$ cat src/rtl/batalla_pkg.sv
// Shared types and constants for the 5x5 battleship shot sequencer.
package batalla_pkg;

    localparam int NUM_CELLS = 25;

    typedef logic [2:0] estado_t;

    localparam estado_t IDLE   = 3'd0;
    localparam estado_t INIT   = 3'd1;
    localparam estado_t WAIT   = 3'd2;
    localparam estado_t FIRE   = 3'd3;
    localparam estado_t EVAL   = 3'd4;
    localparam estado_t REPORT = 3'd5;
    localparam estado_t OVER   = 3'd6;

    typedef logic [4:0] fila_t;
    typedef fila_t matriz_t [4:0];

endpackage

$ cat src/rtl/contador_turno.sv
// Player idle-time counter: counts cycles spent waiting and flags when the
// auto-shooter may take over. Saturates so a long idle never wraps back.
module contador_turno #(
    parameter int TIMEOUT = 1000,
    parameter int TW      = 10
) (
    input  logic clk,
    input  logic rst,
    input  logic clear,
    input  logic inc,
    output logic expired
);

    localparam logic [TW-1:0] LIMITE = TW'(TIMEOUT);

    logic [TW-1:0] cuenta_q;

    always_ff @(posedge clk or negedge rst) begin
        if (!rst) begin
            cuenta_q <= '0;
        end else if (clear) begin
            cuenta_q <= '0;
        end else if (inc && (cuenta_q != '1)) begin
            cuenta_q <= cuenta_q + 1'b1;
        end
    end

    assign expired = (cuenta_q >= LIMITE);

endmodule

$ cat src/rtl/control_disparos.sv
// Shot sequencer/arbiter: initialises the fleet, arbitrates player/auto shots,
// rejects bad cells, strobes the fleet register and classifies each result.
module control_disparos
    import batalla_pkg::*;
#(
    parameter int NUM_BARCOS = 5,
    parameter int TIMEOUT    = 1000,
    parameter int TW         = 10
) (
    input  logic       clk,
    input  logic       rst,
    input  logic       start,
    input  logic       req_jug,
    input  logic [4:0] casilla_jug,
    input  logic       req_auto,
    input  logic [4:0] casilla_auto,
    input  matriz_t    barcos_in,
    output logic       setter,
    output logic       enable,
    output logic [4:0] casilla,
    output logic       ack_jug,
    output logic       ack_auto,
    output logic       invalido,
    output logic       res_valid,
    output logic       acierto,
    output logic       hundido,
    output logic [2:0] id_hundido,
    output logic       victoria,
    output logic [6:0] disparos
);

    estado_t              estado_q, estado_d;
    logic [4:0]           celda_q;
    logic [NUM_CELLS-1:0] mapa_q;
    matriz_t              snap_q;
    logic                 ack_jug_q, ack_auto_q, invalido_q;
    logic                 acierto_q, hundido_q, victoria_q;
    logic [2:0]           id_q;
    logic [6:0]           disparos_q;

    logic                 expirado;
    logic                 ack_pend, grant_jug, grant_auto, grant;
    logic [4:0]           celda_sel;
    logic [NUM_CELLS-1:0] bit_sel;
    logic                 fuera, repetida, aceptar;
    logic                 acierto_c, victoria_c;
    logic [3:0]           hund_c;

    // Lowest-index ship that was alive in the snapshot and is now all zero.
    function automatic logic [3:0] buscar_hundido(input matriz_t antes, input matriz_t ahora);
        logic [3:0] r;
        r = '0;
        for (int i = 4; i >= 0; i--) begin
            if (i < NUM_BARCOS && antes[i] != '0 && ahora[i] == '0) begin
                r = {1'b1, 3'(i)};
            end
        end
        return r;
    endfunction

    // Block re-grant during the ack cycle: the requester only drops req after seeing ack.
    assign ack_pend   = ack_jug_q | ack_auto_q;
    assign grant_jug  = (estado_q == WAIT) && req_jug && !ack_pend;
    assign grant_auto = (estado_q == WAIT) && req_auto && !req_jug && expirado && !ack_pend;
    assign grant      = grant_jug | grant_auto;
    assign celda_sel  = grant_jug ? casilla_jug : casilla_auto;
    assign bit_sel    = NUM_CELLS'(1) << celda_sel;
    assign fuera      = (celda_sel > 5'd24);
    assign repetida   = |(mapa_q & bit_sel);
    assign aceptar    = grant && !fuera && !repetida;

    always_comb begin
        acierto_c  = 1'b0;
        victoria_c = 1'b1;
        for (int i = 0; i < 5; i++) begin
            if (i < NUM_BARCOS) begin
                if ((snap_q[i] & ~barcos_in[i]) != '0) acierto_c = 1'b1;
                if (barcos_in[i] != '0) victoria_c = 1'b0;
            end
        end
        hund_c = buscar_hundido(snap_q, barcos_in);
    end

    always_comb begin
        estado_d = estado_q;
        case (estado_q)
            IDLE:    if (start) estado_d = INIT;
            INIT:    estado_d = WAIT;
            WAIT:    if (aceptar) estado_d = FIRE;
            FIRE:    estado_d = EVAL;
            EVAL:    estado_d = REPORT;
            REPORT:  estado_d = victoria_q ? OVER : WAIT;
            OVER:    if (start) estado_d = INIT;
            default: estado_d = IDLE;
        endcase
    end

    contador_turno #(
        .TIMEOUT (TIMEOUT),
        .TW      (TW)
    ) u_contador (
        .clk     (clk),
        .rst     (rst),
        .clear   ((estado_q == INIT) || (estado_d == WAIT && estado_q != WAIT)),
        .inc     (estado_q == WAIT),
        .expired (expirado)
    );

    always_ff @(posedge clk or negedge rst) begin
        if (!rst) begin
            estado_q   <= IDLE;
            celda_q    <= '0;
            mapa_q     <= '0;
            snap_q     <= '{default: '0};
            ack_jug_q  <= 1'b0;
            ack_auto_q <= 1'b0;
            invalido_q <= 1'b0;
            acierto_q  <= 1'b0;
            hundido_q  <= 1'b0;
            id_q       <= '0;
            victoria_q <= 1'b0;
            disparos_q <= '0;
        end else begin
            estado_q   <= estado_d;
            ack_jug_q  <= grant_jug;
            ack_auto_q <= grant_auto;
            invalido_q <= grant && !aceptar;
            if (aceptar) begin
                celda_q <= celda_sel;
                mapa_q  <= mapa_q | bit_sel;
                snap_q  <= barcos_in;
            end
            if (estado_q == INIT) begin
                mapa_q     <= '0;
                disparos_q <= '0;
                acierto_q  <= 1'b0;
                hundido_q  <= 1'b0;
                id_q       <= '0;
                victoria_q <= 1'b0;
            end
            // Results are registered on the way into REPORT so they show with res_valid.
            if (estado_q == EVAL) begin
                acierto_q  <= acierto_c;
                hundido_q  <= hund_c[3];
                id_q       <= hund_c[2:0];
                victoria_q <= victoria_c;
                if (disparos_q != 7'd127) disparos_q <= disparos_q + 7'd1;
            end
        end
    end

    assign setter     = (estado_q == INIT);
    assign enable     = (estado_q == FIRE);
    assign res_valid  = (estado_q == REPORT);
    assign casilla    = (estado_q == FIRE || estado_q == EVAL || estado_q == REPORT) ? celda_q : '0;
    assign ack_jug    = ack_jug_q;
    assign ack_auto   = ack_auto_q;
    assign invalido   = invalido_q;
    assign acierto    = acierto_q;
    assign hundido    = hundido_q;
    assign id_hundido = id_q;
    assign victoria   = victoria_q;
    assign disparos   = disparos_q;

endmodule

$ cat config.mk
export PLATFORM = sky130hd
export DESIGN_NAME = control_disparos
export DESIGN_NICKNAME = d
export VERILOG_FILES = /design/src/rtl/batalla_pkg.sv /design/src/rtl/contador_turno.sv /design/src/rtl/control_disparos.sv
export SDC_FILE = /design/constraint.sdc
export NUM_CORES = 1
export LEC_CHECK = 0
export CAP_MARGIN = 10
export CORE_MARGIN = 10
export CORE_UTILIZATION = 55
export DETAILED_ROUTE_END_ITERATION = 12
export HOLD_SLACK_MARGIN = 0.05
export PLACE_DENSITY_LB_ADDON = 0.1
export SETUP_SLACK_MARGIN = 0.3
export SLEW_MARGIN = 25
export SYNTH_ARGS = -nofsm -noshare
export SYNTH_HDL_FRONTEND = slang
export SYNTH_SLANG_ARGS = --single-unit
$ cat constraint.sdc
create_clock -name clk -period 5.39 [get_ports clk]
set_input_delay 0.539 -clock clk [delete_from_list [all_inputs] [get_ports clk]]
set_output_delay 0.539 -clock clk [all_outputs]
set_load 0.03 [all_outputs]
==> flow_metrics.py <==
metrics = {
    "grt": {
        "grt_usage": 0.206,
        "grt_max_degree": 85,
        "gr-total-overflow": 0,
        "antenna_found_initial": 0,
        "grt_pass1_vias": 4461,
        "grt_pass1_wl_um": 22400,
    },
    "synthesis": {
        "ys_ff_latch": 84,
        "ys.flop_type": "dfrtp_1",
        "seq_area_frac_synth": 0.424,
        "synth_cells": 553,
        "syn-num-nets": 596,
        "synthArstFlopShare": 1.00,
        "avgSynthCellArea_um2": 8.96,
        "ys_types": 70,
        "ys_warn_count": 0,
        "synth_edf_count": 0,
        "netlist_area_um2": 4950,
    },
    "drt": {
        "postRouteWirelength_um": 13500,
        "first_pass_iters": 5,
        "vias": 4413,
        "detail_route.vias_per_cell": 6.18,
        "antenna_left": 0,
        "post_drt_wl_per_cell_um": 18.9,
        "drcViolationCount": 0,
        "drt-initial-drc-count": 422,
    },
    "placement": {
        "place_inst": 698,
        "place_ws_ns": 1.19,
        "post_dp_cell_area_um2": 5630,
        "hpwl_um": 9720,
        "gp_congestion": 0.926,
        "io_buffers": 63,
    },
    "clock_network": {
        "cts.sinks": 84,
        "post_cts_resized": 0,
        "hold_buffers": 0,
        "numCtsBuffers": 9,
        "cts_root_buf": "clkbuf_8",
        "cts_max_level": 3,
        "cts_tree": "done",
        "insertion_delay_ns": 0.35,
        "path_clk_slew_ns": 0.09,
        "postCtsSetupBuffers": 0,
        "clk_path_buf_depth": 2,
    },
    "sta": {
        "setup_slack_ns": 1.49,
        "slew_viol_final": 0,
        "worstMarginPinSlew_ns": 0.830,
        "fin_skew_ns": 0.0122,
        "max_freq_mhz": 256,
        "period_share": 0.724,
        "slew_headroom": 0.447,
        "finalHoldViolations": 0,
        "period_needed_ns": 3.90,
        "rsz0062_at_grt": "false",
        "setup_viol": 0,
        "tns_ns": 0,
    },
    "finish": {
        "register_area_um2": 2100,
        "fill_cells": 722,
        "n_antenna_cell": 0,
        "final_area_um2": 5830,
        "nets": 644,
        "synthToLayoutAreaGrowth_pct": 17.7,
        "final_cells": 714,
        "final_layout_size_suffix_gt1_frac": 0.111,
        "multi_input_area_um2": 2560,
    },
    "setup_path": {
        "cp_slowest_stage_delay_ns": 0.57,
        "start_kind": "input port",
        "worstPathCellList": "clkdlybuf4s50_1 > nor3b_1 > nand2_2 > inv_1 > buf_4 > nor4_1 > o21a_1 > a2111oi_2 > or4b_4 > o41ai_2",
        "slowest_stage": "or4b_4",
        "worstPathArrival_ns": 4.15,
        "reg2regPathDepth": 9,
        "critical_path.reg2reg.startpoint": "ack_auto",
        "critPathCaptureType": "flop",
        "cp_top_family": "simple AND/OR/NAND/NOR gates",
        "cp_num_buf_inv": 3,
        "crit_path_max_fanout": 36,
        "cp_data_required_time_ns": 5.64,
        "crit_path_start": "req_jug",
        "path_depth": 10,
        "critPathKind": "input port to flop",
    },
    "worst_hold_path": {
        "hp-class": "input port to async pin",
    },
    "power_and_ir_drop": {
        "total_power_uw": 2280,
        "p_per_area_nw_per_um2": 390,
        "worst_ir_drop_vdd_mv": 0.304,
        "p_leak_uw": 0.00247,
    },
    "status": {
        "status": "finished, final reports clean",
    },
    "floorplan": {
        "core_area_um2": 8760,
        "die_h_um": 115,
        "die_w_um": 115,
        "dieArea_um2": 13200,
        "ios": 64,
        "std_cell_rows": 34,
        "start_util": 0.565,
    },
    "job": {
        "max_cap_violations": 0,
    },
}
## synthesized netlist by cell type, types with 4 or more instances
library cell   n  share of area
and2_1         5         0.0063
o22ai_1       12          0.015
a31oi_1       10          0.013
nand3_1       17          0.017
a41oi_1        4         0.0071
or3_1          4         0.0050
inv_1         44          0.033
clkbuf_1      21          0.016
buf_2          8         0.0081
o21ai_0       26          0.026
a211oi_1       5         0.0076
nor2b_1        6         0.0076
a22o_1         6          0.011
or4_1          7          0.011
nand2b_1      15          0.019
o31ai_1        4         0.0061
nor2_1        51          0.039
nor4_1        18          0.023
dfrtp_1       84           0.42
nand2_1       50          0.038
a21oi_1       22          0.022
nand4_1        8          0.010
nor3_1         9         0.0091
a21boi_0       4         0.0061
nand3b_1       6         0.0091
xor2_1         6          0.011
mux2_2        31          0.070
## report_power, final
| part | switching, µW | leakage (µW) | total, µW | internal (µW) |
|---|---|---|---|---|
| clock network | 241 | 0.0000935 | 460 | 219 |
| registers | 133 | 0.00110 | 933 | 800 |
| logic | 517 | 0.00127 | 883 | 366 |
| total | 891 | 0.00247 | 2280 | 1390 |
## worst reg2reg max path, cell delays in order (launching register included)
cell and delay (ns):
dfrtp_1 0.41, nor3b_1 0.49, nand2_2 0.53, inv_1 0.22, buf_4 0.29, nor4_1 0.10
o21a_1 0.21, a2111oi_2 0.37, or4b_4 0.57, o41ai_2 0.32
## per-stage QoR
| step | util | hold WS, ns |
|---|---|---|
| 6_report | 0.665 | 0.206 |
| 5_1_grt | 0.665 | 0.291 |
| 4_1_cts | 0.665 | 0.413 |
| 3_5_place_dp | 0.642 | 0.461 |
| 3_3_place_gp | 0.642 | 0.469 |
| 2_1_floorplan | - | 0.243 |
## placed cells by master (no fill, tap or decap), types with 5 or more instances in the layout
cell type,count
nand2b_1,15
mux2_2,31
nor2_1,51
nand2_1,50
nor3_1,9
o21ai_0,26
buf_4,5
a21oi_1,22
dfrtp_1,84
xor2_1,6
a22o_1,6
clkbuf_8,9
nor2b_1,6
and2_1,5
inv_1,44
clkdlybuf4s50_1,62
or4_1,7
a211oi_1,5
nand4_1,8
o22ai_1,12
nand3_1,17
a31oi_1,10
nand3b_1,6
nor4_1,18
## sequential cells by signal, summed over array words and instances, names as in the netlist
name                 count
invalido                 1
ack_auto                 1
acierto                  1
celda_q                  5
estado_q                 3
hundido                  1
snap_q                  25
victoria                 1
u_contador.cuenta_q     10
mapa_q                  25
disparos                 7
id_hundido               3
ack_jug                  1
## path summary, 6_finish.rpt
| path | endpoint | slack [ns] |
|---|---|---|
| max in group asynchronous | celda_q[1] | 4.63 |
| min in group clk | mapa_q[0] | 0.49 |
| min reg2reg | mapa_q[0] | 0.49 |
| max | mapa_q[0] | 1.49 |
| min | u_contador.cuenta_q[2] | 0.21 |
| max reg2reg | mapa_q[0] | 1.78 |
## area by class of cell
cell class                      instances  area share
Inverter                               44      0.0283
Tap cell                              108      0.0232
Sequential cell                        84       0.360
Multi-Input combinational cell        394       0.439
Timing Repair Buffer                   68       0.115
Clock inverter                          6      0.0122
Clock buffer                           10      0.0219
## cells by family (layout without fill, tap and decap cells)
family | Yosys count | in the layout | synth area share
simple gates | 219 | 219 | 0.236
compound gates | 127 | 127 | 0.177
flops | 84 | 84 | 0.424
buf+inv | 75 | 128 | 0.0588
mux | 35 | 35 | 0.0790
xor+xnor | 9 | 9 | 0.0159
fa+ha+maj | 4 | 4 | 0.00960
## metal layers
| layer | track usage | vias to the layer above | part of all wire |
|---|---|---|---|
| met5 | 0 | - | 0 |
| li1 | - | 2096 | - |
| met1 | 0.287 | 2168 | 0.45 |
| met3 | 0.0354 | 11 | 0.050 |
| met4 | 0.0429 | 0 | 0.010 |
| met2 | 0.328 | 138 | 0.49 |
No activity file was read; power rests on OpenSTA's default activity.
